### src/rtl/sram_uart_tx_interface_if.sv
// Start/status handshake, SRAM read port and serial line
// of the SRAM-to-UART transmitter.
interface sram_uart_tx_interface_if;
  logic        Start;
  logic [17:0] Start_address;
  logic [17:0] Word_count;
  logic [15:0] SRAM_read_data;
  logic [17:0] SRAM_address;
  logic        SRAM_we_n;
  logic        UART_TX_O;
  logic        Busy;
  logic        Done;

  modport master (
    output Start, Start_address, Word_count,
    output SRAM_read_data,
    input  SRAM_address, SRAM_we_n,
    input  UART_TX_O, Busy, Done
  );

  modport slave (
    input  Start, Start_address, Word_count,
    input  SRAM_read_data,
    output SRAM_address, SRAM_we_n,
    output UART_TX_O, Busy, Done
  );
endinterface

### src/rtl/sram_uart_tx_interface.sv
// Streams a block of 16-bit SRAM words out of an 8N1 UART,
// high byte first, reading the SRAM with a 2-cycle latency.
module sram_uart_tx_interface #(
  parameter int CLOCKS_PER_BIT = 434
) (
  input logic                      Clock,
  input logic                      Reset,
  sram_uart_tx_interface_if.slave  sif
);
  localparam int TW =
    (CLOCKS_PER_BIT > 1) ? $clog2(CLOCKS_PER_BIT) : 1;
  localparam logic [TW-1:0] T_LAST = TW'(CLOCKS_PER_BIT - 1);

  typedef enum logic [2:0] {
    S_TX_IDLE,
    S_TX_ADDR,
    S_TX_WAIT,
    S_TX_CAPTURE,
    S_TX_FRAME,
    S_TX_DONE
  } tx_state_t;

  tx_state_t     state;
  logic [TW-1:0] bit_tmr;
  logic [3:0]    bit_idx;
  logic          byte_sel;
  logic [17:0]   words_left;
  logic [15:0]   word;
  logic [17:0]   addr;
  logic          tx;
  logic          busy;
  logic          done;
  logic [7:0]    cur_byte;
  logic          bit_nxt;

  // bit_idx 0 is the start bit; the value queued for slot
  // bit_idx+1 is data bit bit_idx, or the stop bit after bit 7
  always_comb begin
    cur_byte = byte_sel ? word[7:0] : word[15:8];
    bit_nxt  = 1'b1;
    if (bit_idx < 4'd8)
      bit_nxt = cur_byte[bit_idx[2:0]];
  end

  always_ff @(posedge Clock) begin
    if (Reset) begin
      state      <= S_TX_IDLE;
      bit_tmr    <= '0;
      bit_idx    <= '0;
      byte_sel   <= 1'b0;
      words_left <= '0;
      word       <= '0;
      addr       <= '0;
      tx         <= 1'b1;
      busy       <= 1'b0;
      done       <= 1'b0;
    end else begin
      done <= 1'b0;
      unique case (state)
        S_TX_IDLE: begin
          if (sif.Start) begin
            if (sif.Word_count != 18'd0) begin
              addr       <= sif.Start_address;
              words_left <= sif.Word_count;
              busy       <= 1'b1;
              state      <= S_TX_ADDR;
            end else begin
              done  <= 1'b1;
              state <= S_TX_DONE;
            end
          end
        end
        S_TX_ADDR: state <= S_TX_WAIT;
        S_TX_WAIT: state <= S_TX_CAPTURE;
        S_TX_CAPTURE: begin
          word     <= sif.SRAM_read_data;
          tx       <= 1'b0;
          bit_tmr  <= '0;
          bit_idx  <= '0;
          byte_sel <= 1'b0;
          state    <= S_TX_FRAME;
        end
        S_TX_FRAME: begin
          if (bit_tmr != T_LAST) begin
            bit_tmr <= bit_tmr + TW'(1);
          end else begin
            bit_tmr <= '0;
            if (bit_idx != 4'd9) begin
              bit_idx <= bit_idx + 4'd1;
              tx      <= bit_nxt;
            end else if (!byte_sel) begin
              // low byte follows the high stop bit directly
              byte_sel <= 1'b1;
              bit_idx  <= '0;
              tx       <= 1'b0;
            end else begin
              words_left <= words_left - 18'd1;
              if (words_left == 18'd1) begin
                done  <= 1'b1;
                state <= S_TX_DONE;
              end else begin
                addr  <= addr + 18'd1;
                state <= S_TX_ADDR;
              end
            end
          end
        end
        S_TX_DONE: begin
          busy  <= 1'b0;
          state <= S_TX_IDLE;
        end
        default: state <= S_TX_IDLE;
      endcase
    end
  end

  assign sif.SRAM_address = addr;
  assign sif.SRAM_we_n    = 1'b1;
  assign sif.UART_TX_O    = tx;
  assign sif.Busy         = busy;
  assign sif.Done         = done;
endmodule

### src/flat_wrapper.sv
// flat-port wrapper written by rule: the top's interface ports become plain ports
module sram_uart_tx_interface_flat 
#(
  parameter int CLOCKS_PER_BIT = 434
)
  (Clock, Reset, sif_Start, sif_Start_address, sif_Word_count, sif_SRAM_read_data, sif_SRAM_address, sif_SRAM_we_n, sif_UART_TX_O, sif_Busy, sif_Done);
  sram_uart_tx_interface_if sif_i ();
  input logic Clock;
  input logic Reset;
  input wire logic [$bits(sif_i.Start)-1:0] sif_Start;
  input wire logic [$bits(sif_i.Start_address)-1:0] sif_Start_address;
  input wire logic [$bits(sif_i.Word_count)-1:0] sif_Word_count;
  input wire logic [$bits(sif_i.SRAM_read_data)-1:0] sif_SRAM_read_data;
  output wire logic [$bits(sif_i.SRAM_address)-1:0] sif_SRAM_address;
  output wire logic [$bits(sif_i.SRAM_we_n)-1:0] sif_SRAM_we_n;
  output wire logic [$bits(sif_i.UART_TX_O)-1:0] sif_UART_TX_O;
  output wire logic [$bits(sif_i.Busy)-1:0] sif_Busy;
  output wire logic [$bits(sif_i.Done)-1:0] sif_Done;
  assign sif_i.Start = sif_Start;
  assign sif_i.Start_address = sif_Start_address;
  assign sif_i.Word_count = sif_Word_count;
  assign sif_i.SRAM_read_data = sif_SRAM_read_data;
  assign sif_SRAM_address = sif_i.SRAM_address;
  assign sif_SRAM_we_n = sif_i.SRAM_we_n;
  assign sif_UART_TX_O = sif_i.UART_TX_O;
  assign sif_Busy = sif_i.Busy;
  assign sif_Done = sif_i.Done;
  sram_uart_tx_interface #(.CLOCKS_PER_BIT(CLOCKS_PER_BIT)) u_core (.Clock(Clock), .Reset(Reset), .sif(sif_i));
endmodule
### config.mk
export PLATFORM = sky130hd
export DESIGN_NAME = sram_uart_tx_interface_flat
export DESIGN_NICKNAME = d
export VERILOG_FILES = /design/src/rtl/sram_uart_tx_interface_if.sv /design/src/rtl/sram_uart_tx_interface.sv /design/src/flat_wrapper.sv
export SDC_FILE = /design/constraint.sdc
export NUM_CORES = 1
export LEC_CHECK = 0
export BUFFER_PORTS_ARGS = -buffer_cell sky130_fd_sc_hd__buf_4
export CAP_MARGIN = 0
export CORE_MARGIN = 3
export CORE_UTILIZATION = 50
export DETAILED_ROUTE_END_ITERATION = 10
export PLACE_DENSITY = 0.76
export SYNTH_ARGS = -nofsm -noshare
export SYNTH_HDL_FRONTEND = slang
export SYNTH_SLANG_ARGS = --single-unit
### constraint.sdc
create_clock -name Clock -period 1.78 [get_ports Clock]
set_input_delay 0.089 -clock Clock [delete_from_list [all_inputs] [get_ports Clock]]
set_output_delay 0.089 -clock Clock [all_outputs]
set_load 0.03 [all_outputs]
Word-level counts from Yosys, hierarchy flattened

Cells that the tools add are included.

Div/mod/pow operators: 0
Shifts and indexed selects: 0
Bitwise operators: 0
Add/sub/neg operators: 4
Magnitude comparators: 2
Eq/ne operators: 15
Muxes and demuxes: 47
Multiply operators: 0
Reduce and logical (&&, ||, !) cells: 11

Operators by type and width:

| cell                  | number |
|---|---|
| $mux 18               | 11 |
| $pmux 18 s2           | 2 |
| $add 18x1->18 const B | 1 |
| $eq 18x1->1 const B   | 1 |
| $mux 3                | 6 |
| $pmux 9 s2            | 1 |
| $reduce_bool 18->1    | 1 |
| $sub 18x1->18 const B | 1 |
| $mux 1                | 15 |
| $pmux 3 s5            | 1 |
| $mux 4                | 3 |
| $add 9x1->9 const B   | 1 |
| $mux 9                | 1 |
| $ne 9x9->1 const B    | 1 |
| $reduce_and 3->1      | 3 |
| $mux 8                | 1 |
| $ne 2x2->1 const B    | 4 |
| $pmux 1 s2            | 4 |
| $pmux 4 s2            | 1 |
| $reduce_and 7->1      | 1 |
| $eq 3x2->1 const B    | 2 |
| $eq 3x3->1 const B    | 2 |
| $reduce_and 6->1      | 1 |
| $reduce_bool 2->1     | 3 |
| 10 further kinds      | 11 |

Bits in read-only memories: 0
Memories kept: 0
Latch bits: 0
Bits of input ports: 55
Bits in registers: 72
RAM bits: 0
Output and inout bits: 22
Logic and storage cells: 89

Logic depth before layout (Yosys ltp)

Gate-level depths: netlist of run 1.

Depth in word-level cells: 7
Mapped depth: 10
Depth with buffers taken out: 8

Worst setup path before layout of run 1

OpenSTA, ideal clock, no wires.

Kind: reg-to-reg
From: register u_core.words_left[11]
To: register u_core.addr[0], in the netlist u_core.sif.SRAM_address[0]
Period minus slack after synthesis: 1,990 ps
Stages on the path, launching flop included: 9
Setup time: 150 ps
Arrival time: 1,840 ps
Path buffers: 2
Required time: 1,630 ps
Slack: -210 ps
Cell sequence: dfxtp_1 > or4_1 > buf_2 > nor4_4 > nand4_2 > and3_4 > buf_6 > a21oi_1 > a311oi_2

Longest elaborated chain between the ends: 3

Ends and longest elaborated chain:

| what                              | line                          | RTL |
|---|---|---|
| from (decl)                       | sram_uart_tx_interface.sv:27  | `logic [17:0] words_left;` |
| from (signal assigned)            | sram_uart_tx_interface.sv:64  | `words_left <= sif.Word_count;` |
| from (signal assigned)            | sram_uart_tx_interface.sv:97  | `words_left <= words_left - 18'd1;` |
| $eq 18x1->1                       | sram_uart_tx_interface.sv:98  | `if (words_left == 18'd1) begin` |
| $ne 2x2->1 (no source line)       | -                             |  |
| $reduce_and 7->1 (no source line) | -                             |  |
| to (signal assigned)              | sram_uart_tx_interface.sv:63  | `addr <= sif.Start_address;` |
| to (signal assigned)              | sram_uart_tx_interface.sv:102 | `addr <= addr + 18'd1;` |
| to (decl)                         | sram_uart_tx_interface.sv:29  | `logic [17:0] addr;` |

Every way passes these cells.
A chain may end at the register's enable or synchronous reset.

Worst setup path after layout of run 1

From: register u_core.words_left[11]
To: register u_core.words_left[17]

Longest elaborated chain between the ends: 5

Ends and longest elaborated chain:

| what          | line                         | RTL |
|---|---|---|
| $sub 18x1->18 | sram_uart_tx_interface.sv:97 |  |
| $mux 18       | sram_uart_tx_interface.sv:91 | `end else if (!byte_sel) begin` |
| $mux 18       | sram_uart_tx_interface.sv:88 | `if (bit_idx != 4'd9) begin` |
| $mux 18       | sram_uart_tx_interface.sv:84 | `if (bit_tmr != T_LAST) begin` |
| $pmux 18 s2   | sram_uart_tx_interface.sv:59 | `unique case (state)` |

Every way passes these cells. The select of a mux whose other input is x is not followed.

==> results of run 1 <==
-- timing repair --
action,in CTS,in global routing
setup buffers,8,7
endpoints found under the hold margin,16,0
endpoints found under the setup margin,38,43
gates resized for setup,58,47
hold buffers,16,0
pin swaps,15,15
gates cloned,1,2
-- power by group through the flow --
stage                     clock network, W  logic [W]  registers (W)
after floorplan                          0    0.00148        0.00233
after global placement                   0    0.00253        0.00212
after detailed placement                 0    0.00260        0.00214
after CTS                          0.00135    0.00294        0.00211
after global routing               0.00142    0.00356        0.00216
final                              0.00135    0.00332        0.00214
-- worst max-delay path, cell delays in order, from the launching register on --
cell and delay [ps]:
dfxtp_2 330, or4_4 550, buf_4 160, buf_6 100
or3_4 340, nor2_2 90, o21ai_1 60, a32o_1 220
-- per-layer routing --
layer	global-route usage, %	vias to the layer above
li1	-	2172
met1	35.0	2174
met2	46.8	180
met3	3.55	28
met4	11.1	0
met5	0	-
-- cell usage in the layout (no fill, tap or decap), types with 8 or more instances in the layout --
cell and n:
nor3_1 13, o21ai_1 9, dlygate4sd3_1 16, a21oi_2 14, buf_6 12, a21oi_1 57, buf_4 136, clkbuf_8 9
nand2_1 93, nor2_1 38, o21ai_0 15, o21ai_2 8, dfxtp_1 64, nand3_1 14
-- stage by stage --
stage	setup TNS, ps	std cells	worst slack (ps)
global route	-6880	770	-224
CTS	-1880	763	-165
floorplan	-2660	517	-199
global placement	-3050	722	-170
finish	-3950	770	-156
detailed placement	-4630	722	-213
-- sequential cells by signal, indices dropped and copies added (netlist names) --
name / count
u_core.sif.Busy: 1
u_core.sif.Done: 1
u_core.byte_sel: 1
u_core.word: 16
u_core.words_left: 18
u_core.bit_idx: 4
u_core.state: 3
u_core.sif.UART_TX_O: 1
u_core.bit_tmr: 9
u_core.sif.SRAM_address: 18
-- path summary, 6_finish.rpt --
kind	endpoint	depth (start not counted)
worst min register to register	u_core.word[2]	2
worst min-delay path	u_core.sif.SRAM_address[0]	3
worst max-delay path	u_core.words_left[17]	7
worst max register to register	u_core.words_left[17]	7
-- cells by family (layout without fill, tap and decap cells) --
| logic type | Yosys count | in the layout | synth area share [%] |
|---|---|---|---|
| buffers and inverters | 40 | 192 | 4.69 |
| AND/OR/NAND/NOR | 227 | 229 | 27.0 |
| multiplexers | 6 | 6 | 3.07 |
| flip-flops | 72 | 72 | 36.0 |
| AO/OA/AOI/OAI | 156 | 156 | 25.2 |
| XOR/XNOR | 8 | 8 | 1.75 |
| other | 1 | 1 | 0.0938 |
| adder cells (fa/ha/maj) | 7 | 7 | 2.19 |
-- area by class of cell --
type                            instances  area share (%)
Clock buffer                            9            2.10
Timing Repair Buffer                  169            23.7
Sequential cell                        72            24.6
Inverter                                7           0.444
Tap cell                               99            2.10
Multi-Input combinational cell        407            45.7
Clock inverter                          7            1.31
==> impl_metrics.tcl, run 1 <==
set metrics [dict create \
    status "finished, violations left" \
    violations "setup timing" \
    antennaDiodeCount 0 \
    netlist_area_um2 4000 \
    fin_util_pct 79.0 \
    criticalPathCategory "reg2reg" \
    gp_congestion 0.870 \
    worst_pin_slew_ps 633 \
    p_clk_share_pct 19.8 \
    setup_viol 39 \
    initial_utilization_pct 53.4 \
    antenna_found_initial 0 \
    clk_pin_slew_ps 90 \
    yosys-top-cells-count "nand2_1, dfxtp_1, a21oi_1" \
    cp-startpoint "u_core.words_left[11]" \
    p_switching_w 0.00280 \
    die_y_um 95.4 \
    grt_pass1_vias 4266 \
    synth_top_cell_area_share_pct 36.0 \
    syn_nets 579 \
    whs_ps 24.0 \
    grt_max_degree 63 \
    yosys.area.top_type "dfxtp_1" \
    totalWireLength_um 12700 \
    slew_violations 0 \
    hpwl_um 8100 \
    viasPerCell 5.91 \
    post-synth-top-count-cell "nand2_1" \
    hold_viol_final 0 \
    ys_top_cells_by_area "dfxtp_1, nand2_1, a21oi_1, nor2_1, o21ai_0" \
    syn_inst 517 \
    met3_length_um 792 \
    drive_gt1_share_pct 38.5 \
    first_pass_iters 5 \
    crit_fanout 2 \
    area_growth_pct 47.8 \
    grt_overflow 0 \
    ios 77 \
    power_density_nw_per_um2 1150 \
    internal-power_w 0.00400 \
    grtUsageTotal_pct 27.4 \
    hp-class "in2reg" \
    layout_min_cycle_time_ps 1940 \
    root_buffer "clkbuf_8" \
    yosys_warnings 0 \
    dieWidth_um 95.4 \
    core_area_um2 7490 \
    clockBufferDepth 2 \
    required_ps 2040 \
    ys_ff_latch 72 \
    maxCapViolCount 0 \
    seqPwrFrac_pct 31.4 \
    wire_per_inst_um 16.5 \
    wl_met2_um 6400 \
    dpl_cell_area_um2 5060 \
    cts_sinks 72 \
    met1Wirelength_um 5260 \
    port_buffers 75 \
    vias 4554 \
    fmax_ghz 0.516 \
    stdcell_area_um2 5910 \
    worst-r2r-setup-slack_ps -160 \
    ir_worst_vdd_mv 0.718 \
    drt_iter0_drc 304 \
    cts_tree "built" \
    layout_setup_ws_ps -156 \
    power_w 0.00680 \
    die-area_um2 9110 \
    ys_seq_area_share_pct 36.0 \
    synth-edff-count 0 \
    avgSynthCellArea_um2 7.73 \
    switching_share_pct 41.2 \
    rows 31 \
    max_slew_margin_pct 57.8 \
    p_leak_nw 2.40 \
    multi_input_area_um2 2700 \
    grt_pass1_wl_um 19900 \
    highest_layer "met4" \
    hold_path.startpoint "sif_Start_address[0]" \
    ff_latch_area_um2 1460 \
    nFillCells 471 \
    clock_latency_ps 360 \
    drcViolationCount 0 \
    ant_nets 0 \
    p_comb_share_pct 48.8 \
    rr_startpoint "u_core.words_left[11]" \
    synth-main-ff-cell "dfxtp_1" \
    cts_buffers 9 \
    layout.nets 728 \
    synth_cell_types 63 \
    endpoint_kind "register" \
    final.setup_skew_ps 14.4 \
    async_reset_ff_share_pct 0 \
    cp.arrival_ps 2200 \
    cts_max_level 3 \
    start_kind "register" \
    rsz0062_at_grt "true" \
    finalCritPeriodShare_pct 109 \
]
Power figures use the tool's default switching activity.
==> inputs of run 2 (changes only) <==
--- a/config.mk
+++ b/config.mk
@@ -10,7 +10,7 @@
 export CORE_MARGIN = 3
 export CORE_UTILIZATION = 50
 export DETAILED_ROUTE_END_ITERATION = 10
-export PLACE_DENSITY = 0.76
+export PLACE_DENSITY = 0.88
 export SYNTH_ARGS = -nofsm -noshare
 export SYNTH_HDL_FRONTEND = slang
 export SYNTH_SLANG_ARGS = --single-unit
==> run 2 against run 1 <==
Compared with the run above:
- first-iteration DRC count is 130% higher
- hold slack worse by 18 ps
- the run still ends with setup timing left
- largest cell class unchanged
- power is 8.5% higher
==> impl_metrics.tcl, run 2 (synthesized netlist as in run 1, its figures left out) <==
set metrics [dict create \
    layout_common_cells "buf_4, nand2_1, dfxtp_1" \
    hold_path.startpoint "sif_SRAM_read_data[3]" \
    ant_nets 0 \
    wire_per_inst_um 21.5 \
    layout_setup_ws_ps -562 \
    dieWidth_um 95.4 \
    vias 5105 \
    fin_util_pct 79.7 \
    area_growth_pct 49.1 \
    p_comb_share_pct 49.2 \
    required_ps 1950 \
    whs_ps 6.50 \
    rsz0062_at_grt "true" \
    fmax_ghz 0.427 \
    p_switching_w 0.00301 \
    final_common_cell "buf_4" \
    core_area_um2 7490 \
    die-area_um2 9110 \
    viasPerCell 6.66 \
    cp.arrival_ps 2510 \
    grt_pass1_vias 4430 \
    p_leak_nw 2.41 \
    worst_pin_slew_ps 948 \
    cts_buffers 9 \
    finalSetupTns_ps -8190 \
    violations "setup timing" \
    drt_iter0_drc 701 \
    reg2regPathDepth 5 \
    finalCritPeriodShare_pct 132 \
    grtUsageTotal_pct 29.5 \
    clockBufferDepth 2 \
    final.setup_skew_ps 11.3 \
    endpoint_kind "register" \
    rr_startpoint "u_core.bit_tmr[2]" \
    cts_tree "built" \
    worst-r2r-setup-slack_ps -560 \
    grt_pass1_wl_um 20900 \
    max_slew_margin_pct 36.7 \
    crit_fanout 3 \
    power_density_nw_per_um2 1240 \
    status "finished, violations left" \
    criticalPathCategory "reg2reg" \
    antennaDiodeCount 0 \
    seqPwrFrac_pct 29.5 \
    stdcell_area_um2 5960 \
    cts_sinks 72 \
    slew_violations 0 \
    clock_latency_ps 360 \
    layout.nets 724 \
    layout_min_cycle_time_ps 2340 \
    antenna_found_initial 0 \
    totalWireLength_um 16400 \
    grt_overflow 0 \
    initial_utilization_pct 53.4 \
    root_buffer "clkbuf_8" \
    hpwl_um 8550 \
    rows 31 \
    internal-power_w 0.00437 \
    holdPathStages 3 \
    clk_pin_slew_ps 80 \
    ir_worst_vdd_mv 1.05 \
    grt_max_degree 64 \
    maxCapViolCount 0 \
    setup_viol 41 \
    drive_gt1_share_pct 39.0 \
    start_kind "register" \
    hold_viol_final 0 \
    gp_congestion 0.901 \
    ios 77 \
    dpl_cell_area_um2 5050 \
    switching_share_pct 40.8 \
    cts_max_level 3 \
    min_to "u_core.word[3]" \
    p_clk_share_pct 21.3 \
    die_y_um 95.4 \
    r2r_end "u_core.state[0]" \
    port_buffers 75 \
    first_pass_iters 8 \
    drcViolationCount 0 \
    hp-class "in2reg" \
]
-- run 2: layer usage --
layer	track usage [%]	share of wire (%)	vias to the layer above
met4	15.6	7.6	0
li1	-	-	2163
met2	49.7	46	452
met5	0	0	-
met3	6.87	11	153
met1	34.7	35	2337
-- run 2: through the flow --
stage | std cells | power (W) | worst slack (ps)
2_1_floorplan | 517 | 0.00381 | -199
3_3_place_gp | 720 | 0.00466 | -167
3_5_place_dp | 720 | 0.00477 | -257
4_1_cts | 753 | 0.00646 | -188
5_1_grt | 766 | 0.00761 | -590
6_report | 766 | 0.00738 | -562
-- run 2: worst max path at each step --
stage | startpoint | endpoint | slack [ps] | depth (start not counted)
finish | u_core.bit_tmr[2] | u_core.state[0] | -560 | 5
global route | u_core.bit_tmr[1] | u_core.state[0] | -590 | 7
CTS | u_core.words_left[11] | u_core.sif.SRAM_address[1] | -190 | 6
detailed placement | u_core.words_left[11] | u_core.sif.SRAM_address[6] | -260 | 6
global placement | u_core.words_left[11] | u_core.words_left[17] | -170 | 6
floorplan | u_core.words_left[11] | u_core.sif.SRAM_address[0] | -200 | 8
-- run 2: critical path, stage by stage, from the launching register on --
cell       delay, ps
dfxtp_2          340
nor4b_4          330
nand3_2          220
buf_4            210
o211a_1          240
a2111oi_1        820
-- run 2: what timing repair did --
item | CTS | global route
setup buffers | 3 | 11
endpoints found under the hold margin | 12 | 0
hold buffers | 12 | 0
cloned | 2 | 3
resized for setup | 20 | 93
pin swaps | 3 | 30
endpoints found under the setup margin | 38 | 53
-- run 2: power by group through the flow --
| stage | logic (W) | clock network, W | registers (W) |
|---|---|---|---|
| global placement | 0.00254 | 0 | 0.00212 |
| global route | 0.00380 | 0.00162 | 0.00219 |
| CTS | 0.00280 | 0.00155 | 0.00211 |
| finish | 0.00363 | 0.00157 | 0.00218 |
| detailed placement | 0.00263 | 0 | 0.00214 |
| floorplan | 0.00148 | 0 | 0.00233 |
-- run 2: area by class of cell --
| type | instances | area, um^2 |
|---|---|---|
| Tap cell | 99 | 124 |
| Clock inverter | 4 | 75.1 |
| Timing Repair Buffer | 164 | 1370 |
| Inverter | 7 | 26.3 |
| Fill cell | 395 | 1520 |
| Clock buffer | 12 | 165 |
| Multi-Input combinational cell | 408 | 2750 |
| Sequential cell | 72 | 1450 |
==> inputs of run 3 (changes only) <==
--- a/config.mk
+++ b/config.mk
@@ -11,6 +11,7 @@
 export CORE_UTILIZATION = 50
 export DETAILED_ROUTE_END_ITERATION = 10
 export PLACE_DENSITY = 0.88
+export RECOVER_POWER = 100
 export SYNTH_ARGS = -nofsm -noshare
 export SYNTH_HDL_FRONTEND = slang
 export SYNTH_SLANG_ARGS = --single-unit
==> run 3 against run 2 <==
Compared with the run above:
- the flow still finishes with violations (setup timing)
- cell area down 0.63%
- sequential power barely moved
- power fell by 0.69%
- flip-flop and latch count is the same
- sequential share of layout area is 0.15 points higher
- non-clock buffer count stayed put
- via count is 0.76% lower
- fmax decreased by 0.36%
- hold slack about the same
- combinational power decreased by 1%
- wire length decreased by 0.57%
- critical path type unchanged
==> impl_metrics.tcl, run 3 (synthesized netlist as in run 1, its figures left out) <==
set metrics [dict create \
    core_area_um2 7490 \
    grt_max_degree 64 \
    wire_per_inst_um 21.3 \
    finalSetupTns_ps -8500 \
    fmax_ghz 0.425 \
    hold_path.startpoint "sif_SRAM_read_data[3]" \
    root_buffer "clkbuf_8" \
    drt_iter0_drc 755 \
    port_buffers 75 \
    vias 5066 \
    power_density_nw_per_um2 1240 \
    cts_tree "built" \
    cts_sinks 72 \
    layout_common_cells "buf_4, nand2_1, dfxtp_1" \
    rows 31 \
    hpwl_um 8550 \
    r2r_end "u_core.state[0]" \
    hold_viol_final 0 \
    reg2regPathDepth 5 \
    p_leak_nw 2.37 \
    area_growth_pct 48.2 \
    layout_min_cycle_time_ps 2350 \
    layout_setup_ws_ps -570 \
    status "finished, violations left" \
    ant_nets 0 \
    multi_input_area_um2 2750 \
    stdcell_area_um2 5930 \
    layout.nets 724 \
    violations "setup timing" \
    gp_congestion 0.901 \
    drive_gt1_share_pct 37.5 \
    final_common_cell "buf_4" \
    ir_worst_vdd_mv 1.05 \
    instances_no_fill 766 \
    cts_max_level 3 \
    holdPathStages 3 \
    drcViolationCount 0 \
    clock_latency_ps 360 \
    worst-r2r-setup-slack_ps -570 \
    grt_pass1_wl_um 20900 \
    viasPerCell 6.61 \
    antenna_found_initial 0 \
    nFillCells 404 \
    criticalPathCategory "reg2reg" \
    max_stage_delay_ps 820 \
    finalCritPeriodShare_pct 132 \
    maxCapViolCount 0 \
    cts_buffers 9 \
    min_to "u_core.word[3]" \
    slew_violations 0 \
    dpl_cell_area_um2 5050 \
    cp.arrival_ps 2520 \
    clockBufferDepth 2 \
    crit_fanout 3 \
    grt_pass1_vias 4430 \
    setup_viol 42 \
    grt_overflow 0 \
    placed_cells 720 \
    grtUsageTotal_pct 29.5 \
    totalWireLength_um 16300 \
    rsz0062_at_grt "true" \
    dieWidth_um 95.4 \
    required_ps 1950 \
    max_slew_margin_pct 36.2 \
    worst_pin_slew_ps 955 \
    antennaDiodeCount 0 \
    endpoint_kind "register" \
    rr_startpoint "u_core.bit_tmr[2]" \
    die-area_um2 9110 \
    first_pass_iters 6 \
    start_kind "register" \
    crit_chain "nor4b_4, nand3_2, buf_4, o211a_1, a2111oi_1" \
    crit_path_top_delay_cell "a2111oi_1" \
    die_y_um 95.4 \
    clk_pin_slew_ps 80 \
    hp-class "in2reg" \
    initial_utilization_pct 53.4 \
    final.setup_skew_ps 10.0 \
    ios 77 \
    ff_latch_area_um2 1450 \
]
## run 3: repair_timing
item                       CTS  global route
setup endpoints to repair   38            53
cloned                       2             3
buffers inserted             3            11
hold buffers                12             0
hold endpoints to repair    12             0
gates resized for setup     20            93
pin swaps                    3            30
## run 3: worst max path at each step
stage | start | endpoint | slack [ps]
after floorplan | u_core.words_left[11] | u_core.sif.SRAM_address[0] | -200
after global placement | u_core.words_left[11] | u_core.words_left[17] | -170
after detailed placement | u_core.words_left[11] | u_core.sif.SRAM_address[6] | -260
after CTS | u_core.words_left[11] | u_core.sif.SRAM_address[1] | -190
after global routing | u_core.bit_tmr[1] | u_core.state[0] | -590
final | u_core.bit_tmr[2] | u_core.state[0] | -570
## run 3: cell type report
cell class	count	share of cell area, %
well taps	99	2.09
multi-input cells	408	46.3
flip-flops and latches	72	24.5
inverters	7	0.443
clock inverters	4	1.27
clock buffers	12	2.79
repair buffers	164	22.6
## run 3: stage by stage
step | worst slack (ps) | hold slack, ps | utilization [%] | total power (W)
2_1_floorplan | -199 | 225 | - | 0.00381
3_3_place_gp | -167 | 336 | 67.4 | 0.00466
3_5_place_dp | -257 | 349 | 67.4 | 0.00477
4_1_cts | -188 | 0.636 | 73.6 | 0.00646
5_1_grt | -590 | -0.427 | 79.2 | 0.00757
6_report | -570 | 6.26 | 79.2 | 0.00732
## run 3: layer usage
metal / global-route usage, % / routed length [um] / vias up
li1: - / - / 2161
met1: 34.7 / 5800 / 2304
met2: 49.7 / 7570 / 463
met3: 6.87 / 1780 / 138
met4: 15.6 / 1200 / 0
met5: 0 / 0 / -
## run 3: power by group
part	switching (W)	internal, W
combinational	0.00203	0.00155
clock	0.000665	0.000905
sequential	0.000305	0.00187
total	0.00300	0.00432
## run 3: critical path: cells and delay by family (launching register included)
family / cells / cell delay, ps
buffers and inverters: 1 / 220
and+or+nand+nor: 2 / 550
DFF: 1 / 340
AOI/OAI and AO/OA: 2 / 1060
